`src/rtl/pattern_bit_serializer.sv`:
```
// pattern_bit_serializer: turns WIDTH-bit words from a valid/ready source into
// a one-bit-per-clock stream (valid_o/data_o/last_o) for the pattern detector.
// The word in flight lives in a shift register; a remaining-bit counter doubles
// as the state: cnt==0 is idle, cnt!=0 is shifting.
module pattern_bit_serializer #(
  parameter int unsigned WIDTH     = 8,
  parameter bit          MSB_FIRST = 1'b1
) (
  input  logic             clk_i,
  input  logic             rst_i,
  input  logic             in_valid_i,
  input  logic [WIDTH-1:0] in_data_i,
  output logic             in_ready_o,
  input  logic             hold_i,
  output logic             valid_o,
  output logic             data_o,
  output logic             last_o,
  output logic             busy_o
);

  localparam int unsigned CW = $clog2(WIDTH + 1);

  logic [WIDTH-1:0] sreg;
  logic [WIDTH-1:0] sreg_shifted;
  logic [CW-1:0]    cnt;
  logic             cnt_is_one;
  logic             load;
  logic             emit;
  logic             next_bit;

  assign busy_o     = (cnt != '0);
  assign cnt_is_one = (cnt == CW'(1));

  // Ready when idle, or when the edge about to happen emits the final bit,
  // so a following word streams without a bubble.
  assign in_ready_o = !busy_o | (cnt_is_one & !hold_i);
  assign load       = in_valid_i & in_ready_o;
  assign emit       = busy_o & !hold_i;

  // Select the outgoing bit and the register image after shifting it out.
  always_comb begin
    next_bit     = 1'b0;
    sreg_shifted = '0;
    if (MSB_FIRST) begin
      next_bit     = sreg[WIDTH-1];
      sreg_shifted = {sreg[WIDTH-2:0], 1'b0};
    end else begin
      next_bit     = sreg[0];
      sreg_shifted = {1'b0, sreg[WIDTH-1:1]};
    end
  end

  // Output registers: a stream bit appears only on edges that emit.
  always_ff @(posedge clk_i or negedge rst_i) begin
    if (!rst_i) begin
      valid_o <= 1'b0;
      data_o  <= 1'b0;
      last_o  <= 1'b0;
    end else if (emit) begin
      valid_o <= 1'b1;
      data_o  <= next_bit;
      last_o  <= cnt_is_one;
    end else begin
      valid_o <= 1'b0;
      last_o  <= 1'b0;
    end
  end

  // Shift register and counter: a load takes priority over the decrement
  // of the same edge (the last bit of the old word still leaves via data_o).
  always_ff @(posedge clk_i or negedge rst_i) begin
    if (!rst_i) begin
      sreg <= '0;
      cnt  <= '0;
    end else if (load) begin
      sreg <= in_data_i;
      cnt  <= CW'(WIDTH);
    end else if (emit) begin
      sreg <= sreg_shifted;
      cnt  <= cnt - CW'(1);
    end
  end

endmodule

```
`config.mk`:
```
export PLATFORM = sky130hd
export DESIGN_NAME = pattern_bit_serializer
export DESIGN_NICKNAME = d
export VERILOG_FILES = /design/src/rtl/pattern_bit_serializer.sv
export SDC_FILE = /design/constraint.sdc
export NUM_CORES = 1
export LEC_CHECK = 0
export ABC_AREA = 1
export ABC_CLOCK_PERIOD_IN_PS = 1300
export BUFFER_PORTS_ARGS = -buffer_cell sky130_fd_sc_hd__buf_2
export CAP_MARGIN = 20
export CORE_MARGIN = 2
export CORE_UTILIZATION = 35
export DETAILED_ROUTE_END_ITERATION = 8
export PLACE_DENSITY_LB_ADDON = 0.08
export SYNTH_ARGS = -nofsm -noshare
export SYNTH_HDL_FRONTEND = slang
export SYNTH_SLANG_ARGS = --single-unit
```
`constraint.sdc`:
```
create_clock -name clk_i -period 1.3 [get_ports clk_i]
set_input_delay 0.065 -clock clk_i [delete_from_list [all_inputs] [get_ports clk_i]]
set_output_delay 0.065 -clock clk_i [all_outputs]
set_load 0.03 [all_outputs]
```
After elaboration in Yosys (flattened, before gate mapping)

Cells that the tools add are included.

Add/subtract/negate cells: 1
Equal/unequal tests: 1
Reduce and logical (&&, ||, !) cells: 4
Multiplexer cells: 6
Bitwise operators: 4

Operators with widths:

| kind                                                                  | count |
|---|---|
| 8-bit two-way mux                                                     | 2 |
| 4-bit two-way mux                                                     | 2 |
| 4-bit by 1-bit equality test with 1-bit output, second input constant | 1 |
| 4-bit nonzero test                                                    | 1 |
| 4-bit by 1-bit subtractor with 4-bit output, second input constant    | 1 |
| 1-bit bitwise AND                                                     | 3 |
| 1-bit logical NOT                                                     | 2 |
| 1-bit two-way mux                                                     | 2 |
| 2-bit nonzero test                                                    | 1 |
| 1-bit OR                                                              | 1 |

Input port bits: 12
Output and inout bits: 5
Flip-flop bits (word level): 15
Word-level logic and storage cells: 21

Logic depth before layout (Yosys ltp)

Gate-level depths: netlist of the first run.

Depth after elaboration: 5
Mapped depth: 10
Gate-level depth less buffers: 10

Worst setup path after synthesis of the first run

No wires, ideal clock.

Path type: register to register
Start point: reg cnt[0]
End point: reg sreg[1]
Stages on the path, launching flop included: 9
Library setup time: 0.117 ns
Slack: -0.198 ns
Path buffers: 1
Required time: 1.183 ns
Period minus slack after synthesis: 1.498 ns
Arrival time: 1.381 ns
Cells stage by stage: dfrtp_1 > inv_1 > ha_1 > nand2_4 > nand2_4 > nand2_8 > buf_12 > nand3_2 > nand2_1

Cells in the longest elaborated chain, start to end: 5
Elaborated cells on any way between the ends: 9
Classes of those cells: eq/ne (1); mux (1); bitwise (4); reduce/logical (3)

RTL lines:

| item                                                           | line | source |
|---|---|---|
| from (decl)                                                    | 25   | `logic [CW-1:0] cnt;` |
| from (signal assigned)                                         | 77   | `cnt <= CW'(WIDTH);` |
| from (signal assigned)                                         | 80   | `cnt <= cnt - CW'(1);` |
| 4-bit nonzero test *                                           | 31   | `assign busy_o = (cnt != '0);` |
| named net busy_o                                               | 18   | `output logic busy_o` |
| 1-bit logical NOT *                                            | 36   | `assign in_ready_o = !busy_o \| (cnt_is_one & !hold_i);` |
| 1-bit OR *                                                     | 36   |  |
| named net in_ready_o                                           | 13   | `output logic in_ready_o,` |
| 1-bit bitwise AND *                                            | 37   | `assign load = in_valid_i & in_ready_o;` |
| 8-bit two-way mux / 2-bit nonzero test (equally long branches) | --   |  |
| to (signal assigned)                                           | 76   | `sreg <= in_data_i;` |
| to (signal assigned)                                           | 79   | `sreg <= sreg_shifted;` |
| to (decl)                                                      | 23   | `logic [WIDTH-1:0] sreg;` |

The timed path passes the listed nets; every way through them passes the cells marked *.
A chain may end at the register's enable or synchronous reset.

Worst setup path in the final report of the first run

Start point: reg cnt[0]
End point: out in_ready_o

Cells in the longest elaborated chain, start to end: 3
Elaborated cells on any way between the ends: 5
Classes of those cells: eq/ne (1); bitwise (2); reduce/logical (2)

RTL lines:

| item                                                                                        | line |
|---|---|
| 4-bit by 1-bit equality test with 1-bit output / 4-bit nonzero test (equally long branches) | 32, 31 |
| 1-bit bitwise AND / 1-bit logical NOT (equally long branches)                               | 36 |
| 1-bit OR *                                                                                  | 36 |
| to (decl)                                                                                   | 13 |

Mark *: on every way between the ends. The rest lies on a longest branch, timed or not.

==> run metrics, run 1 <==
area growth from synthesis to layout 47.7%; Placer Congestion 0.772; FILL cells 236; pre-CTS setup slack -63.0 ps; nets 161; post-layout minimum cycle time 1460 ps; Final ANT Viol Nets 0; sequential area share after synthesis 0.427; Total Routed Length 2030 µm; Remaining Overflow, GRT 0; clock power share 0.110; combinational power share 0.564; Net Count, Synth 118; worst setup margin -156 ps; global-route wire length before repair 3480 µm; Synth top area share 0.427; # rows 18; Yosys warnings 0; count of cell types in the netlist 18; # port buffers 16; Seq pwr share 0.325; top post-synthesis cells by area dfrtp_1, nand2_1, nand3_2, nand3_1, inv_1; Root Buffer clkbuf_4; syn avg cell area 8.45 µm²; status complete, but fails checks; failing checks setup timing; vias in the first global route 803; drc violations 0; sw frac 0.406; Leak 0.692 nW; Worst-path clk slew 100 ps; worst path required time 1240 ps; clk_lat worst skew 290 ps; I/O pin total 17; Fin. Hold Viols 0; Relative slew margins 0.761; HPWL after DPL 1380 µm; DRT Pass-1 Iters 4; CTS max path bufs 2; biggest area consumer among synthesized cells dfrtp_1; WS Path Type reg2out; final-report setup violation count 15; VDD IR max 0.828 mV; Hold WC Path Type in2reg; Initial Util 0.361; Die H 54.1 µm; DIE WIDTH 54.1 µm; GRT Total Usage 0.168; Max-Cap Viols 0; share of cells above drive strength 1 0.473; Least-Margin Pin Slew 359 ps; H-tree depth 1; routed vias/inst 4.59; type of origin of the critical path flip-flop; antenna violations before repair 0; pwr dens 1930 nW/µm²; detailed-route via count 807; CTS Buf Count 3; largest net degree at the start of global routing 16; # diodes 0; Placeable Area 2430 µm²; post-DR wirelength/cell 11.5 µm; Die ar. 2930 µm²; Mapped Cells 104; final worst-path cycle share 1.12; Max Slew Vio Count 0; clk sinks 15; unrepaired setup endpoints after global routing true; synthesized cell area 878 µm²; Critical Path Sink Type output pin; worst setup skew after layout 10.5 ps; CTS tree built; Worst Path Max Fanout 4; FMAX 687 MHz; Int Power 1.48 mW; Psw 1.01 mW; Fin Setup TNS -1530 ps; post-synthesis register bit count 15; Data arrival, critical path 1390 ps; Initial DRC Count 16
Yosys cell counts (all sizes together):
cell type / n
xor2: 1
nand2: 35
ha: 2
o21ai: 1
inv: 14
nand3b: 1
nand3: 24
a21oi: 1
nor2: 6
nor3: 1
buf: 3
dfrtp: 15
flip-flops by register name (all words and copies together) (netlist names):
| name | cells |
|---|---|
| last_o | 1 |
| sreg | 8 |
| cnt | 4 |
| data_o | 1 |
| valid_o | 1 |
cells in the final DEF (no fill, tap or decap), types with 2 or more instances in the layout:
cell type	instances
buf_2	14
buf_4	17
buf_6	5
clkbuf_4	3
dfrtp_1	15
dlygate4sd3_1	2
ha_4	2
inv_1	10
inv_2	4
nand2_1	28
nand2_2	4
nand2_8	4
nand3_1	15
nand3_2	9
nor2_1	3
nor2_2	2
logic make-up after synthesis:
family	Yosys count	share of synthesized area
flops	15	0.427
xor+xnor	1	0.00997
fa+ha+maj	2	0.0285
simple gates	67	0.422
compound gates	2	0.0114
buf+inv	17	0.101
worst paths after layout:
| path | start | to | slack (ps) | cells past startpoint |
|---|---|---|---|---|
| worst max-delay path | cnt[0]$_DFFE_PN0P_ | in_ready_o | -160 | 7 |
| worst min-delay path | in_data_i[4] | sreg[4]$_DFFE_PN0P_ | 60 | 5 |
| worst max register to register | cnt[1]$_DFFE_PN0P_ | cnt[0]$_DFFE_PN0P_ | -140 | 9 |
| worst min register to register | data_o$_DFFE_PN0P_ | data_o$_DFFE_PN0P_ | 510 | 2 |
| max in group asynchronous | rst_i | cnt[1]$_DFFE_PN0P_ | 830 | 2 |
| min in group asynchronous | rst_i | cnt[2]$_DFFE_PN0P_ | 200 | 2 |
per-layer routing:
layer	share of wire	vias to the layer above	GRT usage	routed length, µm
met5	0	-	0	0
met4	0	0	0.0375	0
met3	0.042	0	0.0583	86
met2	0.51	16	0.299	1030
met1	0.45	374	0.192	913
li1	-	417	-	-
stage by stage:
| stage | power [mW] | util | cell area [µm²] | std cells | hold slack, ps |
|---|---|---|---|---|---|
| global route | 2.71 | 0.533 | 1300 | 176 | 47.4 |
| detailed placement | 1.91 | 0.453 | 1100 | 158 | -1.96 |
| floorplan | 1.56 | - | 926 | 104 | -231 |
| finish | 2.50 | 0.533 | 1300 | 176 | 64.6 |
| CTS | 2.45 | 0.524 | 1270 | 174 | 56.2 |
| global placement | 1.89 | 0.453 | 1100 | 158 | -2.87 |
power by group through the flow:
stage / Combinational, mW / Clock, mW / Sequential, mW
6_report: 1.41 / 0.275 / 0.813
5_1_grt: 1.54 / 0.326 / 0.840
4_1_cts: 1.35 / 0.291 / 0.813
3_5_place_dp: 1.09 / 0 / 0.822
3_3_place_gp: 1.07 / 0 / 0.816
2_1_floorplan: 0.720 / 0 / 0.844
layout make-up:
type	instances	area, µm²	area share
clock buffers	3	22.5	0.0174
multi-input cells	73	495	0.382
inverters	14	52.6	0.0405
well taps	30	37.5	0.0289
repair buffers	40	309	0.238
clock inverters	1	5.00	0.00386
flip-flops and latches	15	375	0.289
worst max-delay path: stages, from the launching register on:
cell	delay (ps)
dfrtp_1	440
ha_4	180
inv_2	40
nor2_2	30
nand2_2	110
nand2_8	60
buf_12	120
buf_8	120
repair_timing:
item	CTS	global route
cloned	1	0
endpoints found under the setup margin	14	16
gates resized for setup	12	4
hold endpoints to repair	16	0
buffers inserted	9	2
pin swaps	7	6
hold buffers	2	0
Power figures use the tool's default switching activity.
==> run 2, diff against run 1 <==
==> constraint.sdc (replaced) <==
create_clock -name clk_i -period 1.3 [get_ports clk_i]
set_input_delay 0.13 -clock clk_i [delete_from_list [all_inputs] [get_ports clk_i]]
set_output_delay 0.13 -clock clk_i [all_outputs]
set_load 0.03 [all_outputs]
==> run 2 against run 1 <==
Net effect: the flow still finishes with violations (setup timing); setup slack got worse by 16 ps; sequential power about the same; combinational power shrank 14%; total power is 8.0% lower; sequential share of layout area up 2.3 points; critical path type unchanged; clock power shrank 1%.
==> run metrics, run 2 (synthesized netlist as in run 1, its figures left out) <==
status complete, but fails checks; failing checks setup timing; WS Path Type reg2out; worst setup skew after layout 2.14 ps (-8.33 ps); commonest non-fill, non-tap cells in the layout nand2_1, nand3_1, dfrtp_1, buf_2, buf_4; Initial Util 0.361 (unchanged); Data arrival, critical path 1340 ps (-50 ps); FMAX 679 MHz (-1.1%); slowest CP cell dfrtp_1; GRT Total Usage 0.164 (-0.00424); placed insts 157 (-0.63%); Total Routed Length 1900 µm (-6.1%); final-report setup violation count 14 (-1); detailed-route via count 772 (-4.3%); Placeable Area 2430 µm² (unchanged); clk sinks 15 (unchanged); Buf/Inv on CP 3 (unchanged); Crit path largest cell delay 400 ps (-40 ps); crit path to in_ready_o; Root Buffer clkbuf_4; Int Power 1.35 mW (-9.0%); FILL cells 235 (-0.42%); largest net degree at the start of global routing 16 (unchanged); vias in the first global route 778 (-3.1%); pwr dens 1910 nW/µm² (-0.95%); most common cell after layout, fill and taps aside nand2_1; CTS tree built; type of origin of the critical path flip-flop; DRT Pass-1 Iters 2 (-2); clk_lat worst skew 280 ps (about the same); Initial DRC Count 10 (-6); # rows 18 (unchanged); top flop regs sreg (8), cnt (4); critical-path cell list inv_2 -> ha_4 -> inv_2 -> nor2_2 -> nand2_2 -> nand2_8 -> buf_6; reg-to-reg slack, setup -120 ps (+20 ps); post-DR wirelength/cell 11.3 µm (-2.2%); Die ar. 2930 µm² (unchanged); antenna violations before repair 0 (unchanged); # diodes 0 (unchanged); Hold WC Path Type in2reg; R2R depth 10 (+1); final std cells w/o fill 169 (-4.0%); Worst Path Max Fanout 3 (-1); clock power share 0.118 (+0.008); final worst-path cycle share 1.13 (+0.0122); Max Slew Vio Count 0 (unchanged); Relative slew margins 0.766 (+0.00550); share of cells above drive strength 1 0.410 (-0.0625); Final ANT Viol Nets 0 (unchanged); Worst path depth 7 (unchanged); Max-Cap Viols 0 (unchanged); Top cell by count, worst path inv_2; H-tree depth 1 (unchanged); Die H 54.1 µm (unchanged); Critical Path Sink Type output pin; DIE WIDTH 54.1 µm (unchanged); sw frac 0.412 (+0.00628); I/O pin total 17 (unchanged); Critical path origin cnt[1]$_DFFE_PN0P_; CTS Buf Count 3 (unchanged); nets 154 (-4.3%); Placer Congestion 0.820 (+6.2%); family with the most delay on the worst path flip-flops; global-route wire length before repair 3410 µm (-2.0%); HPWL after DPL 1310 µm (-5.2%); Leak 0.649 nW (-6.3%); worst path required time 1170 ps (-70 ps); Reg with most FFs sreg; Seq pwr share 0.355 (+0.030); combinational power share 0.527 (-0.037); unrepaired setup endpoints after global routing true; Remaining Overflow, GRT 0 (unchanged); Psw 0.947 mW (-6.6%); drc violations 0 (unchanged); area growth from synthesis to layout 37.2%; Least-Margin Pin Slew 351 ps (-8.25 ps); Final Util 0.495 (-0.0381); post-layout minimum cycle time 1470 ps (+15.9 ps); # port buffers 16 (unchanged); pre-CTS setup slack -82.1 ps (-19.1 ps); beginning of the worst register-to-register path cnt[1]$_DFFE_PN0P_; RR Endpoint cnt[0]$_DFFE_PN0P_; routed vias/inst 4.57 (-0.37%); Worst-path clk slew 90 ps (about the same); VDD IR max 0.828 mV (about the same); CTS max path bufs 2 (unchanged); worst setup margin -172 ps (-15.9 ps); Largest register FFs 8 (unchanged); Fin. Hold Viols 0 (unchanged)
## run 2: cell count changes in the layout (fill, tap and decap cells not counted), sizes merged
| cell | change |
|---|---|
| dlygate4sd3 | -1 |
| clkinv | -1 |
| buf | -6 |
| clkbuf | +1 |
## run 2: what timing repair did
| item | CTS | global route |
|---|---|---|
| hold buffers | 1 | 0 |
| cloned | 1 | 0 |
| pin swaps | 2 | 0 |
| buffers inserted | 5 | 1 |
| endpoints found under the hold margin | 15 | 0 |
| endpoints found under the setup margin | 14 | 15 |
| gates resized for setup | 7 | 1 |
## run 2: layer usage
metal	wire [µm]	GRT usage	vias up
li1	-	-	400
met1	876	0.203	363
met2	968	0.283	9
met3	57	0.0250	0
met4	0	0.0625	0
met5	0	0	-
## run 2: final cells by class
class                      instances  area (µm²)  area share
sequential                        15         377       0.313
timing repair buffer              33         230       0.191
tap                               30        37.5      0.0312
multi-input combinational         73         482       0.400
clock buffer                       4        26.3      0.0218
inverter                          14        52.6      0.0436
## run 2: power groups by stage
stage	Clock (mW)	Combinational (mW)	Sequential, mW
2_1_floorplan	0	0.720	0.844
3_3_place_gp	0	1.03	0.818
5_1_grt	0.317	1.37	0.845
4_1_cts	0.289	1.19	0.815
3_5_place_dp	0	1.04	0.820
6_report	0.271	1.21	0.816
## run 2: stage by stage
step	TNS (ps)	power [mW]	hold slack, ps	area, µm²
2_1_floorplan	-488	1.56	-166	926
4_1_cts	-1740	2.29	32.3	1190
6_report	-1250	2.30	43.4	1200
3_3_place_gp	-798	1.85	61.8	1080
3_5_place_dp	-804	1.86	67.0	1080
5_1_grt	-2690	2.53	37.7	1200
## run 2: worst register-to-register path, cell delays in order (launching register included)
cell and delay, ps:
dfrtp_1 400, inv_2 110, ha_4 130, inv_2 30, nor2_2 80, nand2_2 100
nand2_8 80, buf_6 140, nand2_8 80, o21ai_0 100, nor2_1 60
## run 2: worst min path at each step
stage / to / from / slack [ps] / cells past startpoint
after floorplan: cnt[0]$_DFFE_PN0P_ / rst_i / -170 / 0
final: sreg[0]$_DFFE_PN0P_ / in_data_i[0] / 40 / 3
after CTS: sreg[0]$_DFFE_PN0P_ / in_data_i[0] / 30 / 3
after global routing: sreg[0]$_DFFE_PN0P_ / in_data_i[0] / 40 / 3
after detailed placement: valid_o$_DFF_PN0_ / rst_i / 70 / 1
after global placement: valid_o$_DFF_PN0_ / rst_i / 60 / 1
